===== src/rtl/hqm_devtlb_rst_seq.sv =====
// devtlb reset sequencer: stretches the incoming reset, sweeps an invalidate over every
// array entry, then releases traffic; also runs a CSR soft reset with a req/ack handshake.
module hqm_devtlb_rst_seq #(
    parameter int NUM_ENTRIES = 64,
    parameter int IDX_W       = (NUM_ENTRIES > 1) ? $clog2(NUM_ENTRIES) : 1,
    parameter int STRETCH_CYC = 8
) (
    input  logic             clk,
    input  logic             rst_b,
    input  logic             soft_rst_req,
    output logic             soft_rst_ack,
    input  logic             pending_idle,
    output logic             pipe_rst_b,
    output logic             inv_vld,
    output logic [IDX_W-1:0] inv_idx,
    input  logic             inv_stall,
    output logic             req_block,
    output logic             init_done
);

    localparam int CNT_W = (STRETCH_CYC > 1) ? $clog2(STRETCH_CYC) : 1;
    localparam logic [CNT_W-1:0] CNT_LAST = CNT_W'(STRETCH_CYC - 1);
    localparam logic [IDX_W-1:0] IDX_LAST = IDX_W'(NUM_ENTRIES - 1);

    typedef enum logic [2:0] {
        ST_STRETCH,
        ST_INIT,
        ST_RUN,
        ST_DRAIN,
        ST_ACK
    } state_t;

    state_t           state, state_nxt;
    logic [CNT_W-1:0] cnt, cnt_nxt;
    logic             soft_flag, soft_flag_nxt;
    logic             pipe_rst_b_nxt;
    logic             inv_vld_nxt;
    logic [IDX_W-1:0] inv_idx_nxt;
    logic             init_done_nxt;
    logic             soft_rst_ack_nxt;

    always_ff @(posedge clk) begin
        if (!rst_b) begin
            state        <= ST_STRETCH;
            cnt          <= '0;
            soft_flag    <= 1'b0;
            pipe_rst_b   <= 1'b0;
            inv_vld      <= 1'b0;
            inv_idx      <= '0;
            req_block    <= 1'b1;
            init_done    <= 1'b0;
            soft_rst_ack <= 1'b0;
        end else begin
            state        <= state_nxt;
            cnt          <= cnt_nxt;
            soft_flag    <= soft_flag_nxt;
            pipe_rst_b   <= pipe_rst_b_nxt;
            inv_vld      <= inv_vld_nxt;
            inv_idx      <= inv_idx_nxt;
            req_block    <= ~init_done_nxt;
            init_done    <= init_done_nxt;
            soft_rst_ack <= soft_rst_ack_nxt;
        end
    end

    always_comb begin
        state_nxt        = state;
        cnt_nxt          = cnt;
        soft_flag_nxt    = soft_flag;
        pipe_rst_b_nxt   = pipe_rst_b;
        inv_vld_nxt      = inv_vld;
        inv_idx_nxt      = inv_idx;
        init_done_nxt    = init_done;
        soft_rst_ack_nxt = soft_rst_ack;
        unique case (state)
            ST_STRETCH: begin
                if (cnt == CNT_LAST) begin
                    cnt_nxt        = '0;
                    pipe_rst_b_nxt = 1'b1;
                    inv_vld_nxt    = 1'b1;
                    inv_idx_nxt    = '0;
                    state_nxt      = ST_INIT;
                end else begin
                    cnt_nxt = cnt + 1'b1;
                end
            end
            ST_INIT: begin
                if (inv_vld && !inv_stall) begin
                    if (inv_idx == IDX_LAST) begin
                        inv_vld_nxt      = 1'b0;
                        inv_idx_nxt      = '0;
                        init_done_nxt    = 1'b1;
                        soft_rst_ack_nxt = soft_flag;
                        state_nxt        = soft_flag ? ST_ACK : ST_RUN;
                    end else begin
                        inv_idx_nxt = inv_idx + 1'b1;
                    end
                end
            end
            ST_RUN: begin
                // init_done drops with req_block so the two stay complementary through the drain
                if (soft_rst_req) begin
                    soft_flag_nxt = 1'b1;
                    init_done_nxt = 1'b0;
                    state_nxt     = ST_DRAIN;
                end
            end
            ST_DRAIN: begin
                if (pending_idle) begin
                    pipe_rst_b_nxt = 1'b0;
                    init_done_nxt  = 1'b0;
                    cnt_nxt        = '0;
                    state_nxt      = ST_STRETCH;
                end
            end
            ST_ACK: begin
                if (!soft_rst_req) begin
                    soft_rst_ack_nxt = 1'b0;
                    soft_flag_nxt    = 1'b0;
                    state_nxt        = ST_RUN;
                end
            end
            default: state_nxt = ST_STRETCH;
        endcase
    end

endmodule

===== config.mk =====
export PLATFORM = sky130hd
export DESIGN_NAME = hqm_devtlb_rst_seq
export DESIGN_NICKNAME = d
export VERILOG_FILES = /design/src/rtl/hqm_devtlb_rst_seq.sv
export SDC_FILE = /design/constraint.sdc
export NUM_CORES = 1
export LEC_CHECK = 0
export ABC_AREA = 1
export CAP_MARGIN = 20
export CORE_MARGIN = 2
export CORE_UTILIZATION = 50
export CTS_CLUSTER_DIAMETER = 150
export DETAILED_ROUTE_END_ITERATION = 16
export PLACE_DENSITY_LB_ADDON = 0.25
export SLEW_MARGIN = 20
export SYNTH_ARGS = -nofsm -noshare
export SYNTH_HDL_FRONTEND = slang
export SYNTH_SLANG_ARGS = --single-unit

===== constraint.sdc =====
create_clock -name clk -period 1.6 [get_ports clk]
set_input_delay 0.32 -clock clk [delete_from_list [all_inputs] [get_ports clk]]
set_output_delay 0.32 -clock clk [all_outputs]
set_load 0.02 [all_outputs]

# --- Word-level counts from Yosys, hierarchy flattened ---
# Cells that the tools add are included.
totals:
  input_bits: 5
  out_inout_bits: 11
  register_bits: 18
  elab_cells: 69
op_classes:
  n_mux: 31
  addsub: 2
  reduce_logical: 14
  bitwise: 1
  eq_ne: 12
op_table:
  columns: ["cell", "count"]
  rows:
  - ["3-bit 2-to-1 mux", 8]
  - ["6-bit 2-to-1 mux", 3]
  - ["3-bit one-hot mux with 5 select lines", 1]
  - ["1-bit 2-to-1 mux", 12]
  - ["2-bit inequality test (second input constant)", 6]
  - ["6-bit one-hot mux with 2 select lines", 1]
  - ["3-bit AND reduction", 3]
  - ["1-bit one-hot mux with 2 select lines", 4]
  - ["4-bit AND reduction", 2]
  - ["2-bit nonzero test", 4]
  - ["6-bit by 1-bit adder with 6-bit output (second input constant)", 1]
  - ["3-bit by 2-bit == test with 1-bit output (second input constant)", 2]
  - ["3-bit == test (second input constant)", 2]
  - ["6-bit == test (second input constant)", 1]
  - ["3-bit one-hot mux with 2 select lines", 1]
  - ["6-bit AND reduction", 1]
  - ["3-bit by 1-bit adder with 3-bit output (second input constant)", 1]
  - ["3-bit by 1-bit == test with 1-bit output (second input constant)", 1]
  - ["3-bit zero test", 1]
  - ["1-bit one-hot mux with 3 select lines", 1]
  - ["2-bit AND reduction", 1]
  - ["1-bit logical AND", 1]
  - ["1-bit zero test", 1]
  - ["1-bit NOT", 1]

# --- Depth between registers and ports, before layout ---
# Gate-level depths: netlist (run 1).
depth:
  ltp_word: 5
  mapped_depth: 9
  mapped_depth_nobuf: 9

# --- Least setup slack after synthesis (run 1) ---
# OpenSTA, ideal clock, no wires.
synth_path:
  kind: "register -> register"
  from: "register inv_idx[0]"
  to: "register state[0]"
  setup_ps: 113
  t_required_ps: 1487
  setup_slack_ps: 164
  stages_incl_launch_ff: 9
  arrival_time_ps: 1323
  n_path_buf: 0
  period_less_slack_ps: 1436
  cell_sequence: "dfxtp_1 -> ha_1 -> nand2_1 -> nor2_1 -> nor2_1 -> nor2_1 -> nand2_1 -> nor2_1 -> nor2_1"
synth_between:
  elab_chain_cells: 3
synth_lines:
  columns: ["item", "line_no", "rtl"]
  rows:
  - ["from (decl)", "15", "output logic [IDX_W-1:0] inv_idx,"]
  - ["from (signal assigned)", "59", "inv_idx <= inv_idx_nxt;"]
  - ["6-bit == test", "89", "if (inv_idx == IDX_LAST) begin"]
  - ["2-bit inequality test (no line)", null, null]
  - ["6-bit AND reduction (no line)", null, null]
  - ["to (signal assigned)", "54", "state <= state_nxt;"]
  - ["to (decl)", "33", "state_t state, state_nxt;"]
# No other way between the ends.
# A chain may end at the register's enable or synchronous reset.

# --- Worst setup path in the final report (run 1) ---
layout_path:
  from: "register req_block"
  to: "output req_block"
layout_rtl:
  columns: ["item", "line_no", "rtl"]
  rows:
  - ["from (decl)", "17", "output logic req_block,"]
  - ["from (signal assigned)", "60", "req_block <= ~init_done_nxt;"]
# No word-level cell between the ends.

==> results.md, run 1 <==
- CP cell instances: clkdlybuf4s50_1
- EDFF count, synth: 0
- Met3 Use GR: 3.46%
- Pin count of the biggest net entering global routing: 11
- Reg area: around 360 um2
- DRC: 0
- # H-tree levels: 1
- Nets: about 160
- GRT overflow: 0
- Share of the synthesized area in the top cell type: approximately two fifths
- Hold buffers post-CTS: 0
- Max FO, Critical Path: 1
- Cells after Synth: roughly 130
- Tcrit/Tclk final: between 90 and 100%
- Vias per std cell: slightly below 5
- Mapped Area: about 910 um2
- Max cap viols: 0
- Met1 usage: approximately 27%
- Final Skew: between 0.003 and 0.004 ns
- Post-synth top flop: dfxtp_1
- CTS clock-pin slew for the worst setup and hold paths: 0.11 ns
- Initial Utilization: 52.9%
- Placed Instances: ~180
- CTS buffer count: 3
- Worst hold slack: ~0.46 ns
- Crit path DAT: approximately 1.2 ns
- Detailed Route Iter0 Violations: 28
- Max-slew violation count: 0
- Area of the multi-input gates: between 400 and 500 um2
- Placer Congestion: between 0.9 and 1
- Initial antenna violation count: 0
- Post-Route Utilization: 66.8%
- Filler cell count: 158
- Yosys top cell by area: dfxtp_1
- Fmax: between 0.6 and 0.7 GHz
- Fin cells: 179
- Die area: 0.00218 mm2
- RSZ-0062 raised after global routing: false
- CTS root buffer: clkbuf_4
- Final setup vio count: 0
- Critical path's top delay family: buffers and inverters
- Most numerous cell in the Yosys netlist: nand2_1
- Top Usage Layer GRT: met2
- PnR worst setup slack: 0.0754 ns
- Stages on worst setup path: 1
- Hold/Removal Path Class: reg -> reg
- Critical Path RT: between 1 and 1.5 ns
- Asr flop ratio synth: 0%
- I/O Pins: 16
- Avg Inst Size Synth: approximately 6.9 um2
- Min Clock Period, post-route: around 1.5 ns
- Core ar.: ~0.0017 mm2
- Total global-route track usage: 20.0%
- Crit end category: output pin
- Rel. slew slack: 79.9%
- Input/output buffers: 15
- Worst r2r path cells: 8
- Critical path buffer and inverter count: 1
- Power per cell area: about 1100 mW/mm2
- Routed vias: roughly 900
- Crit start category: register
- Number of post-CTS setup repair buffers: 0
- Clock Path Buffers: 2
- CTS tree: done
- Hold Violations, Final: 0
- DPL Wire Length: 1450 um
- Syn nets: 140
- Cells on Worst Hold Path: 2
- Row count: 15
- Pre-CTS setup slack: approximately 0.028 ns
- Clk Latency, worst-skew pair: around 0.29 ns
- Yosys cell types: 21
- Met2 global-route usage: 31.7%
- Crit path largest cell delay: approximately 0.59 ns
- Die height: approximately 47 um
- First-pass GRT wire length: 3080 um
- Syn. warnings: 0
- CP max-delay cell: clkdlybuf4s50_1
- Clock Sinks: 18
- Synthesis-to-layout area growth: 26.3%
- Leak: roughly 0.6 nW
- Worst-Margin Slew: 0.299 ns
- Setup TNS: 0 ns
- Post-synth top cells: 30 x nand2_1, 21 x nor2_1, 18 x dfxtp_1
- Vias in the first global route: ~740
- Die extent in x: between 40 and 50 um
- Layout cells sized above 1: 11.0%
- Synth area leaders: dfxtp_1 39%, nand2_1 12%, nor2_1 8.6%
- WL/cell: about 11 um
- WS Path Type: reg -> out
- Total wire length: 1930 um
- Ant. Diodes: 0
- Status: finished clean
- Worst vdd ir: between 900 and 1000 uV
- Final antenna-violating net count: 0
- DR pass1 iterations: 4
- FF+latch count, synth: 18
- Share of the yosys chip area belonging to registers: ~39%
-- layout make-up --
| type | count | share of cell area (%) |
|---|---|---|
| inverter | 17 | 5.53 |
| clock buffer | 4 | 3.15 |
| sequential | 18 | 31.3 |
| tap | 25 | 2.71 |
| multi-input combinational | 97 | 42.4 |
| timing repair buffer | 18 | 14.9 |
-- timing repair --
| action | 4_1_cts | 5_1_grt |
|---|---|---|
| gates cloned | 0 | 0 |
| endpoints found under the setup margin | 7 | 5 |
| resized for setup | 7 | 4 |
-- registers in the layout, summed over array words and instances (netlist names), named ones only --
name / count
soft_rst_ack: 1
soft_flag: 1
inv_vld: 1
pipe_rst_b: 1
inv_idx: 6
req_block: 1
state: 3
cnt: 3
-- metrics by stage --
stage / total power, W / area, um2
global route: 0.00142 / 1150
CTS: 0.00132 / 1140
floorplan: 0.000936 / 913
global placement: 0.00102 / 1120
detailed placement: 0.00103 / 1120
finish: 0.00132 / 1150
-- routing by layer --
layer / wire (um) / vias up
li1: - / 471
met2: 889 / 10
met4: 24 / 0
met1: 976 / 397
met5: 0 / -
met3: 43 / 4
-- kinds of logic (layout without fill, tap and decap cells) --
logic type               after synthesis  in the layout  share of synthesized area [%]
adder cells (fa/ha/maj)                3              3                           4.11
XOR/XNOR                               1              1                          0.959
buffers and inverters                 17             39                           6.99
AND/OR/NAND/NOR                       75             75                           36.3
AO/OA/AOI/OAI                         18             18                           12.2
flip-flops                            18             18                           39.5
-- final timing paths --
path | start | end | slack [ns]
max | req_block | req_block | 0.08
min | soft_rst_ack | soft_rst_ack | 0.46
max reg2reg | cnt[0] | inv_idx[1] | 0.11
min reg2reg | soft_rst_ack | soft_rst_ack | 0.46
-- layout by cell type (no fill, tap or decap), types with 3 or more instances in the layout --
| master | instances |
|---|---|
| nand2_1 | 30 |
| nor2_1 | 21 |
| dfxtp_1 | 17 |
| inv_1 | 16 |
| nand3_1 | 12 |
| a21oi_1 | 12 |
| dlygate4sd2_1 | 7 |
| clkdlybuf4s50_1 | 5 |
| nor3_1 | 4 |
| nor2_2 | 3 |
| ha_1 | 3 |
| clkbuf_4 | 3 |
| dlymetal6s2s_1 | 3 |
| buf_4 | 3 |
-- worst min-delay path: cells and delay by family (launching register included) --
kind,cells,cell delay [ns]
AO/OA/AOI/OAI,1,0.05
AND/OR/NAND/NOR,1,0.06
flip-flops,1,0.32
-- report_power, final --
group          internal [W]  switching [W]
Clock              0.000139       0.000145
Combinational      0.000171       0.000299
Sequential         0.000505      0.0000564
No activity file was read; power rests on OpenSTA's default activity.
==> run 2, diff against run 1 <==
Settings changed: CAP_MARGIN 20 to unset.
==> results of run 2 <==
The final DEF is identical to that of run 1; final timing and power are the same.
